===== config.mk =====
export PLATFORM = sky130hd
export DESIGN_NAME = config_loader
export DESIGN_NICKNAME = d
export VERILOG_FILES = /design/src/rtl/config_loader.sv
export SDC_FILE = /design/constraint.sdc
export NUM_CORES = 1
export LEC_CHECK = 0
export CAP_MARGIN = 20
export CORE_MARGIN = 2
export CORE_UTILIZATION = 53
export DETAILED_ROUTE_END_ITERATION = 8
export PLACE_DENSITY = 0.82
export RECOVER_POWER = 25
export SYNTH_ARGS = -nofsm -noshare
export SYNTH_HDL_FRONTEND = slang
export SYNTH_SLANG_ARGS = --single-unit
export TNS_END_PERCENT = 20

===== constraint.sdc =====
create_clock -name clk -period 2.16 [get_ports clk]
set_input_delay 0.432 -clock clk [delete_from_list [all_inputs] [get_ports clk]]
set_output_delay 0.432 -clock clk [all_outputs]
set_load 0.05 [all_outputs]

===== src/rtl/config_loader.sv =====
// Serial configuration loader: streams WORD_W-bit words MSB-first into two CHAIN_LEN-bit
// configuration chains, dropping the unused LSBs of the final partial word.
module config_loader #(
  parameter int CHAIN_LEN = 30,
  parameter int WORD_W    = 8
) (
  input  logic              clk,
  input  logic              nrst,
  input  logic              start,
  input  logic              abort,
  input  logic              word_valid,
  output logic              word_ready,
  input  logic [WORD_W-1:0] word_a,
  input  logic [WORD_W-1:0] word_b,
  output logic              cfg_en,
  output logic              cfg_out_a,
  output logic              cfg_out_b,
  output logic              busy,
  output logic              done,
  output logic              aborted
);

  localparam int CNT_W  = $clog2(CHAIN_LEN + 1);
  localparam int BITS_W = $clog2(WORD_W + 1);
  localparam logic [CNT_W-1:0] LAST_CNT = CNT_W'(CHAIN_LEN - 1);

  localparam logic [1:0] IDLE      = 2'd0;
  localparam logic [1:0] WAIT_WORD = 2'd1;
  localparam logic [1:0] SHIFT     = 2'd2;
  localparam logic [1:0] DONE      = 2'd3;

  logic [1:0]        state;
  logic [CNT_W-1:0]  bit_cnt;
  logic [BITS_W-1:0] bits_left;
  logic [WORD_W-1:0] shreg_a;
  logic [WORD_W-1:0] shreg_b;
  logic              in_shift;
  logic              handshake;

  // Number of bits of the next word that still fit in the chain.
  function automatic logic [BITS_W-1:0] word_bits(input logic [CNT_W-1:0] cnt);
    int remaining;
    remaining = CHAIN_LEN - int'(cnt);
    if (remaining > WORD_W)
      return BITS_W'(WORD_W);
    return BITS_W'(remaining);
  endfunction

  assign in_shift   = (state == SHIFT);
  assign word_ready = (state == WAIT_WORD) && !abort;
  assign handshake  = word_ready && word_valid;
  assign cfg_en     = in_shift && !abort;
  assign cfg_out_a  = in_shift && shreg_a[WORD_W-1];
  assign cfg_out_b  = in_shift && shreg_b[WORD_W-1];
  assign busy       = (state != IDLE);
  assign done       = (state == DONE);

  always_ff @(posedge clk or negedge nrst) begin
    if (!nrst) begin
      state     <= IDLE;
      bit_cnt   <= '0;
      bits_left <= '0;
      shreg_a   <= '0;
      shreg_b   <= '0;
      aborted   <= 1'b0;
    end else begin
      aborted <= 1'b0;
      case (state)
        IDLE: begin
          if (start) begin
            state   <= WAIT_WORD;
            bit_cnt <= '0;
          end
        end
        WAIT_WORD: begin
          if (abort) begin
            state   <= IDLE;
            aborted <= 1'b1;
          end else if (handshake) begin
            shreg_a   <= word_a;
            shreg_b   <= word_b;
            bits_left <= word_bits(bit_cnt);
            state     <= SHIFT;
          end
        end
        SHIFT: begin
          if (abort) begin
            state   <= IDLE;
            aborted <= 1'b1;
          end else begin
            shreg_a   <= shreg_a << 1;
            shreg_b   <= shreg_b << 1;
            bit_cnt   <= bit_cnt + CNT_W'(1);
            bits_left <= bits_left - BITS_W'(1);
            // Last bit of this word: the chain is full once bit_cnt reaches CHAIN_LEN.
            if (bits_left == BITS_W'(1))
              state <= (bit_cnt == LAST_CNT) ? DONE : WAIT_WORD;
          end
        end
        DONE: begin
          state <= IDLE;
        end
        default: begin
          state <= IDLE;
        end
      endcase
    end
  end

endmodule


* Yosys cells after proc, flatten, opt, wreduce, memory -nomap -nowiden
Cells that the tools add are included.
Storage, ports and cells: register bits 28, input bits 21, output and inout bits 7, logic and storage cells 65
Operators by class: $add $sub $neg 3, magnitude comparators 1, equality and inequality tests 11, mux-type cells 30, reduce and logical (&&, ||, !) cells 14
Operators by type and width (number):
- $mux 8 | 6
- $pmux 8 s2 | 2
- $mux 4 | 5
- $mux 2 | 6
- $mux 5 | 2
- $pmux 5 s2 | 1
- $ne 2x2->1 const B | 4
- $pmux 2 s4 | 1
- $pmux 4 s2 | 1
- $gt 6x5->1 const B | 1
- $mux 1 | 6
- $reduce_and 3->1 | 2
- $reduce_bool 2->1 | 3
- $sub 5x5->6 const A | 1
- $add 5x1->5 const B | 1
- $eq 5x5->1 const B | 1
- $logic_and 1x1->1 | 5
- $eq 2x2->1 const B | 2
- $eq 4x1->1 const B | 1
- $reduce_and 4->1 | 1
- $sub 4x1->4 const B | 1
- $ne 3x2->1 const B | 1
- $ne 3x3->1 const B | 1
- $eq 2x1->1 const B | 1
- 3 further kinds | 3

* Longest topological paths before layout
Gate-level depths: netlist of the first run.
word-level depth 10, mapped depth 7, depth with buffers taken out 6

* Worst setup path after synthesis of the first run
No wires, ideal clock.
path type reg2out, from register state[0], to output port cfg_out_a, arrival time 1.574 ns, data required time 1.728 ns, slack 0.154 ns, stages on the path, launching flop included 6, buffers on the path 2, path through dfrtp_1 -> inv_1 -> ha_1 -> buf_4 -> clkbuf_1 -> and2_1
On the way: longest elaborated chain between the ends 2
Ends and longest elaborated chain:
- start, declared | line 32 | logic [1:0] state;
- start signal, assigned | line 97 | state <= (bit_cnt == LAST_CNT) ? DONE : WAIT_WORD;
- $eq 2x2->1 | line 49 | assign in_shift = (state == SHIFT);
- $logic_and 1x1->1 | line 53 | assign cfg_out_a = in_shift && shreg_a[WORD_W-1];
- end, declared | line 16 | output logic cfg_out_a,
Every way passes these cells.

* Final worst setup path of the first run
from register state[0], to output port cfg_out_b
On the way: longest elaborated chain between the ends 2
Ends and longest elaborated chain:
- $eq 2x2->1 | line 49
- $logic_and 1x1->1 | line 54 | assign cfg_out_b = in_shift && shreg_b[WORD_W-1];
- end, declared | line 17 | output logic cfg_out_b,
Every way passes these cells.

==> results.md, run 1 <==
* Status: finished, violations left
* Violated checks: capacitance limit, slew limit
* Mapped Avg Cell Area at 9.43 µm²
* Row count at 20
* Area of the multi-input gates at 945 µm²
* Clock Skews at 3.68 ps
* Clock Power Share at 0.132
* Pint at 0.00153 W
* DR vias/cell at 5.70
* Max-slew violation count at 29
* Post-DP HPWL at 2790 µm
* Nets at approximately 240
* Final period util at 0.947
* Area of the die at approximately 3800 µm²
* Fmax at around 500 MHz
* Clock Latency Late Sink at 330 ps
* Core Area at 3100 µm²
* Placed Cells at between 200 and 300
* Post-cts hold buffer count at 0
* Setup violators final at 0
* Critical path buffer and inverter count at 3
* Cell Chain, Critical Path: inv_2, ha_2, buf_12, and2_1, buf_12
* Worst-path maximum fanout at 20
* Setup crit end kind: primary output
* Net switching power at 0.00107 W
* Critical path type: reg -> out
* Gr usage total at 0.231
* Vias in the first global route at 1450
* Syn Std Cell Area at 1750 µm²
* Hold Path Class: reg -> reg
* Slew HR at -0.0343
* WL/cell at approximately 15 µm
* First-pass GRT wire length at 6450 µm
* # Max-Cap Violations at 1
* Sequential cell area at between 700 and 800 µm²
* Peak VDD IR at 618 µV
* Leak at slightly below 0.9 nW
* Fillers at about 260
* CP max-delay cell: dfrtp_1
* I/O Buffers at 27
* CTS clk-pin slew, worst paths at 150 ps
* Finished Core Util at 0.705
* CTS Sinks at 28
* Chip width at roughly 61 µm
* Most common cell after layout, fill and taps aside: dfrtp_1
* Syn Inst Count at 185
* Root Driver: clkbuf_4
* Final Hold Viols at 0
* Sequential area share after synthesis at 0.401
* Critical path's top delay family: flip-flops
* 1st-pass router iterations at 4
* Num CTS Buffers at 3
* CP startpoint kind: flop
* Layout cell share with drive strength beyond 1 at 0.109
* Post-layout min period at a little over 2000 ps
* Gr ovfl total at 0
* Total setup buffers inserted after CTS at 0
* Commonest non-fill, non-tap cells in the layout: 28 x dfrtp_1, 21 x nor2_1, 21 x clkdlybuf4s50_1
* Effective utilization at floorplan at 0.563
* # IOs at 28
* Max clock buf depth at 2
* Sequential share of power at 0.335
* CTS H-tree lvls at 1
* Synth warn at 0
* Antenna viol nets, final at 0
* Ant. Diodes at 0
* # DRC at 0
* Post-Syn Nets at 216
* Post-CTS Resized at 3
* R2R Setup Slk at roughly 350 ps
* Switching fraction of total power at 0.413
* Area growth, synth to finish at 25.3%
* Pwr Density at 1190 nW/µm²
* Routed vias at approximately 1.5k
* Non-filler instance count after layout at ~260
* Netlist cell types at 44
* Slew @ Worst Pin at 1550 ps
* RSZ-0062 raised after global routing: false
* Logic gate share of total power at 0.533
* Max stage delay on crit path at about 450 ps
* WP data required at 1730 ps
* CTS tree: yes
* Initial antenna violation count at 0
* Largest net degree at the start of global routing at 34
* Final wirelength at 3810 µm
* CP Data Arrival Time at about 1600 ps
* FF+latch count, synth at 28
* 1st-iter DRT viols at 71
* Placer congestion estimate at 0.846
* Die extent in y at 61.4 µm
* Most used cell, CP: buf_12
## path summary, 6_finish.rpt
| path | start | end | depth (start not counted) |
|---|---|---|---|
| max | state[0] | cfg_out_b | 5 |
| min reg2reg | shreg_a[7] | shreg_a[7] | 2 |
| min in group asynchronous | nrst | bit_cnt[4] | 2 |
| min | shreg_a[7] | shreg_a[7] | 2 |
| max in group asynchronous | nrst | bit_cnt[0] | 2 |
| max reg2reg | state[0] | bits_left[1] | 7 |
## layout make-up
cell class | count | share of cell area
Multi-Input combinational cell | 133 | 0.432
Timing Repair Buffer | 33 | 0.176
Sequential cell | 28 | 0.320
Clock inverter | 1 | 0.0137
Tap cell | 44 | 0.0252
Clock buffer | 3 | 0.0103
Inverter | 13 | 0.0223
## through the flow
| step | total power, W | setup slack (ps) | setup TNS, ps | hold slack [ps] | area (µm²) |
|---|---|---|---|---|---|
| 6_report | 0.00260 | 114 | 0 | 541 | 2190 |
| 5_1_grt | 0.00280 | 33.4 | 0 | 586 | 2190 |
| 2_1_floorplan | 0.00179 | 154 | 0 | 136 | 1750 |
| 3_3_place_gp | 0.00216 | 68.3 | 0 | 505 | 2120 |
| 3_5_place_dp | 0.00223 | 50.1 | 0 | 516 | 2120 |
| 4_1_cts | 0.00260 | -12.5 | -12.5 | 471 | 2170 |
## logic make-up after synthesis
| family | Yosys count | share of synthesized area |
|---|---|---|
| adders and majority gates | 10 | 0.0717 |
| xor gates and xnor gates | 1 | 0.00502 |
| muxes | 18 | 0.104 |
| AOI/OAI and AO/OA | 43 | 0.163 |
| and+or+nand+nor | 61 | 0.191 |
| buffers and inverters | 24 | 0.0631 |
| DFF | 28 | 0.401 |
## power by group through the flow
stage / clock [W] / sequential [W] / combinational [W]
floorplan: 0 / 0.000862 / 0.000925
detailed placement: 0 / 0.000882 / 0.00135
finish: 0.000344 / 0.000872 / 0.00139
global route: 0.000373 / 0.000897 / 0.00153
CTS: 0.000358 / 0.000869 / 0.00137
global placement: 0 / 0.000862 / 0.00130
## routing by layer
metal  vias up  GRT usage  wire [µm]
met2        31      0.430       2040
met1       712      0.278       1620
met5         -          0          0
li1        706          -          -
met3         4     0.0294        118
met4         0     0.0699         36
## worst register-to-register path, stage by stage, from the launching register on
cell,delay [ps]
dfrtp_1,450
inv_2,110
ha_2,210
buf_12,170
nor2_1,110
or3_1,370
a21oi_1,190
o31ai_1,90
## cells in the mapped netlist (all sizes together)
cell	instances	area share
nor4b	2	0.010
or3	1	0.0036
nor3	5	0.021
nor4	1	0.0036
nor2b	5	0.022
buf	9	0.029
a21oi	19	0.057
a221oi	1	0.0050
a211oi	1	0.0043
o31ai	3	0.013
nand3	4	0.011
or4b	1	0.0057
o221ai	1	0.0050
dfrtp	28	0.40
o221a	1	0.0065
o21ai	9	0.026
nand3b	2	0.0086
and2	4	0.014
nand4	1	0.0036
nand2b	4	0.014
and3	1	0.0036
ha	10	0.072
mux2	1	0.0065
nand4b	1	0.0050
a32oi	1	0.0050
clkbuf	2	0.0065
inv	13	0.028
nor3b	1	0.0043
o311ai	2	0.014
xor2	1	0.0050
a22o	2	0.010
a311oi	1	0.0086
nor2	21	0.045
nand2	7	0.015
a2bb2oi	1	0.0050
mux2i	17	0.097
o211ai	1	0.0043
## registers in the layout (all words and copies together), names as in the netlist
register and count:
shreg_a 8, shreg_b 8, bits_left 4, bit_cnt 5, aborted 1, state 2
Note: power is estimated with default switching activity, not from simulation.
==> run 2: changes to the inputs <==
SLEW_MARGIN = 20   (was default)
==> results of run 2 <==
No change in the layout: final DEF, timing and power equal those of run 1.
==> run 3: changes to the inputs <==
CORE_UTILIZATION = 57   (was 53)
PLACE_DENSITY = 0.87   (was 0.82)
clock period = 2.55 ns   (was 2.16 ns; I/O delays follow)
==> run 3 against run 2 <==
  * First-iteration DRC count shrank 46%
  * Routed wire length shrank 6.2%
  * Cell area shrank 3.8%
  * Clock-buffer cell count grew 1
  * The flow still finishes with violations (capacitance limit, slew limit)
  * Die area shrank 6.6%
  * Critical path depth is the same
  * Sequential share of layout area grew 1.3 points
  * Highest routed layer unchanged
  * Sequential power shrank 16%
  * Combinational power shrank 22%
  * Largest power group unchanged
  * Global-route usage shrank 0.58 points
  * Final cell count shrank 5.1%
==> results.md, run 3 (synthesis gave the netlist of run 1 again) <==
* Antenna viol nets, final at 0
* Final period util at 0.921
* I/O Buffers at 27
* Initial antenna violation count at 0
* Reg2Reg Depth at 8
* Chip width at between 50 and 60 µm
* Ant. Diodes at 0
* Critical R2R Capture: shreg_b[4]
* DR vias/cell at about 5.9
* Hold path depth at 2
* Total setup buffers inserted after CTS at 0
* WP data required at 2040 ps
* Largest net degree at the start of global routing at 34
* Area of the die at 3520 µm²
* Clock Power Share at 0.108
* Area growth, synth to finish at 20.5%
* Hold Path Class: reg -> reg
* Setup crit end kind: primary output
* Net switching power at 0.000877 W
* # IOs at 28
* Root Driver: clkbuf_4
* Violated checks: capacitance limit, slew limit
* Row count at 20
* Post-CTS Resized at 0
* Core Area at 2980 µm²
* Vias in the first global route at ~1.4k
* Post-layout min period at between 2000 and 2500 ps
* Hold Startpoint: shreg_a[7]
* Nets at 241
* CTS tree: yes
* Clock Latency Late Sink at roughly 330 ps
* CP startpoint kind: flop
* Clock Skews at 7.32 ps
* Leak at 0.862 nW
* CTS H-tree lvls at 1
* Pint at 0.00115 W
* # Max-Cap Violations at 1
* Hold EP: shreg_a[7]
* Slew @ Worst Pin at 1510 ps
* Num CTS Buffers at 3
* Most common cell after layout, fill and taps aside: dfrtp_1
* Post-cts hold buffer count at 0
* Sequential share of power at 0.361
* Post-place setup slack at approximately 280 ps
* # DRC at 0
* Final wirelength at 3580 µm
* 1st-iter DRT viols at 38
* Critical path type: reg -> out
* Logic gate share of total power at 0.531
* Gr usage total at 0.226
* Effective utilization at floorplan at 0.586
* Post-DP HPWL at 2660 µm
* Pwr Density at roughly 970 nW/µm²
* RSZ-0062 raised after global routing: false
* Top flop regs: shreg_a x8, shreg_b x8, bit_cnt x5
* Slew HR at -0.00411
* Max clock buf depth at 2
* Layout cell share with drive strength beyond 1 at 0.0861
* Worst-path maximum fanout at 31
* WL/cell at 14.8 µm
* Worst setup margin at 201 ps
* First-pass GRT wire length at 5990 µm
* Final setup TNS at 0 ps
* 1st-pass router iterations at 4
* Peak VDD IR at approximately 520 µV
* Worst r2r src: state[0]
* Routed vias at between 1k and 1.5k
* Die extent in y at 59.3 µm
* Fmax at 426 MHz
* CTS Sinks at 28
* R2R Setup Slk at about 530 ps
* CTS clk-pin slew, worst paths at around 150 ps
* Setup violators final at 0
* Placer congestion estimate at 0.841
* Status: finished, violations left
* Max-slew violation count at 28
* Fillers at about 230
* Commonest non-fill, non-tap cells in the layout: 28 x dfrtp_1, 21 x nor2_1, 21 x clkdlybuf4s50_1
* Switching fraction of total power at 0.432
* Final Hold Viols at 0
* CP Data Arrival Time at around 1800 ps
* Gr ovfl total at 0
run 3: cell count changes in the layout (fill, tap and decap cells not counted), sizes merged:
cell / previous run / this run
buf: 10 / 7
bufinv: 1 / 0
dlygate4sd3: 0 / 1
clkbuf: 4 / 5
dlygate4sd2: 1 / 0
dlymetal6s2s: 0 / 1
run 3: routing by layer:
layer | wire (µm) | share of wire | global-route usage | up-vias
met4 | 88 | 0.025 | 0.0909 | 0
met1 | 1490 | 0.42 | 0.262 | 678
met3 | 145 | 0.041 | 0.0197 | 9
li1 | - | - | - | 695
met2 | 1860 | 0.52 | 0.421 | 44
met5 | 0 | 0 | 0 | -
run 3: power by group through the flow:
stage                     registers [W]  logic, W  clock network, W
after floorplan                0.000730  0.000783                 0
after global placement         0.000729   0.00103                 0
after detailed placement       0.000742   0.00108                 0
after CTS                      0.000732   0.00109          0.000226
after global routing           0.000754   0.00120          0.000243
final                          0.000733   0.00108          0.000220
run 3: area by class of cell:
type,count,area (µm²),area share
multi-input combinational,133,937,0.446
sequential,28,701,0.333
timing repair buffer,31,339,0.161
inverter,13,48.8,0.0232
tap,33,41.3,0.0196
clock buffer,4,36.3,0.0173
run 3: worst max path at each step:
stage | from | end | depth (start not counted) | slack [ps]
6_report | state[0] | cfg_out_b | 5 | 200
5_1_grt | state[0] | cfg_out_a | 5 | 90
4_1_cts | state[0] | busy | 4 | 7
3_5_place_dp | abort | cfg_en | 3 | 280
3_3_place_gp | abort | cfg_en | 3 | 300
2_1_floorplan | state[0] | cfg_out_a | 5 | 470
run 3: worst max-delay path, cell delays in order, from the launching register on:
cell	delay [ps]
dfrtp_1	430
inv_1	130
ha_1	180
buf_4	360
and2_1	250
buf_12	150
run 3: through the flow:
| stage | util | std cells | instance area [µm²] | total power [W] | hold WS, ps |
|---|---|---|---|---|---|
| floorplan | - | 185 | 1750 | 0.00151 | 214 |
| global placement | 0.694 | 238 | 2070 | 0.00176 | 506 |
| detailed placement | 0.694 | 238 | 2070 | 0.00182 | 524 |
| CTS | 0.706 | 242 | 2100 | 0.00205 | 543 |
| global route | 0.706 | 242 | 2100 | 0.00220 | 588 |
| finish | 0.706 | 242 | 2100 | 0.00203 | 547 |
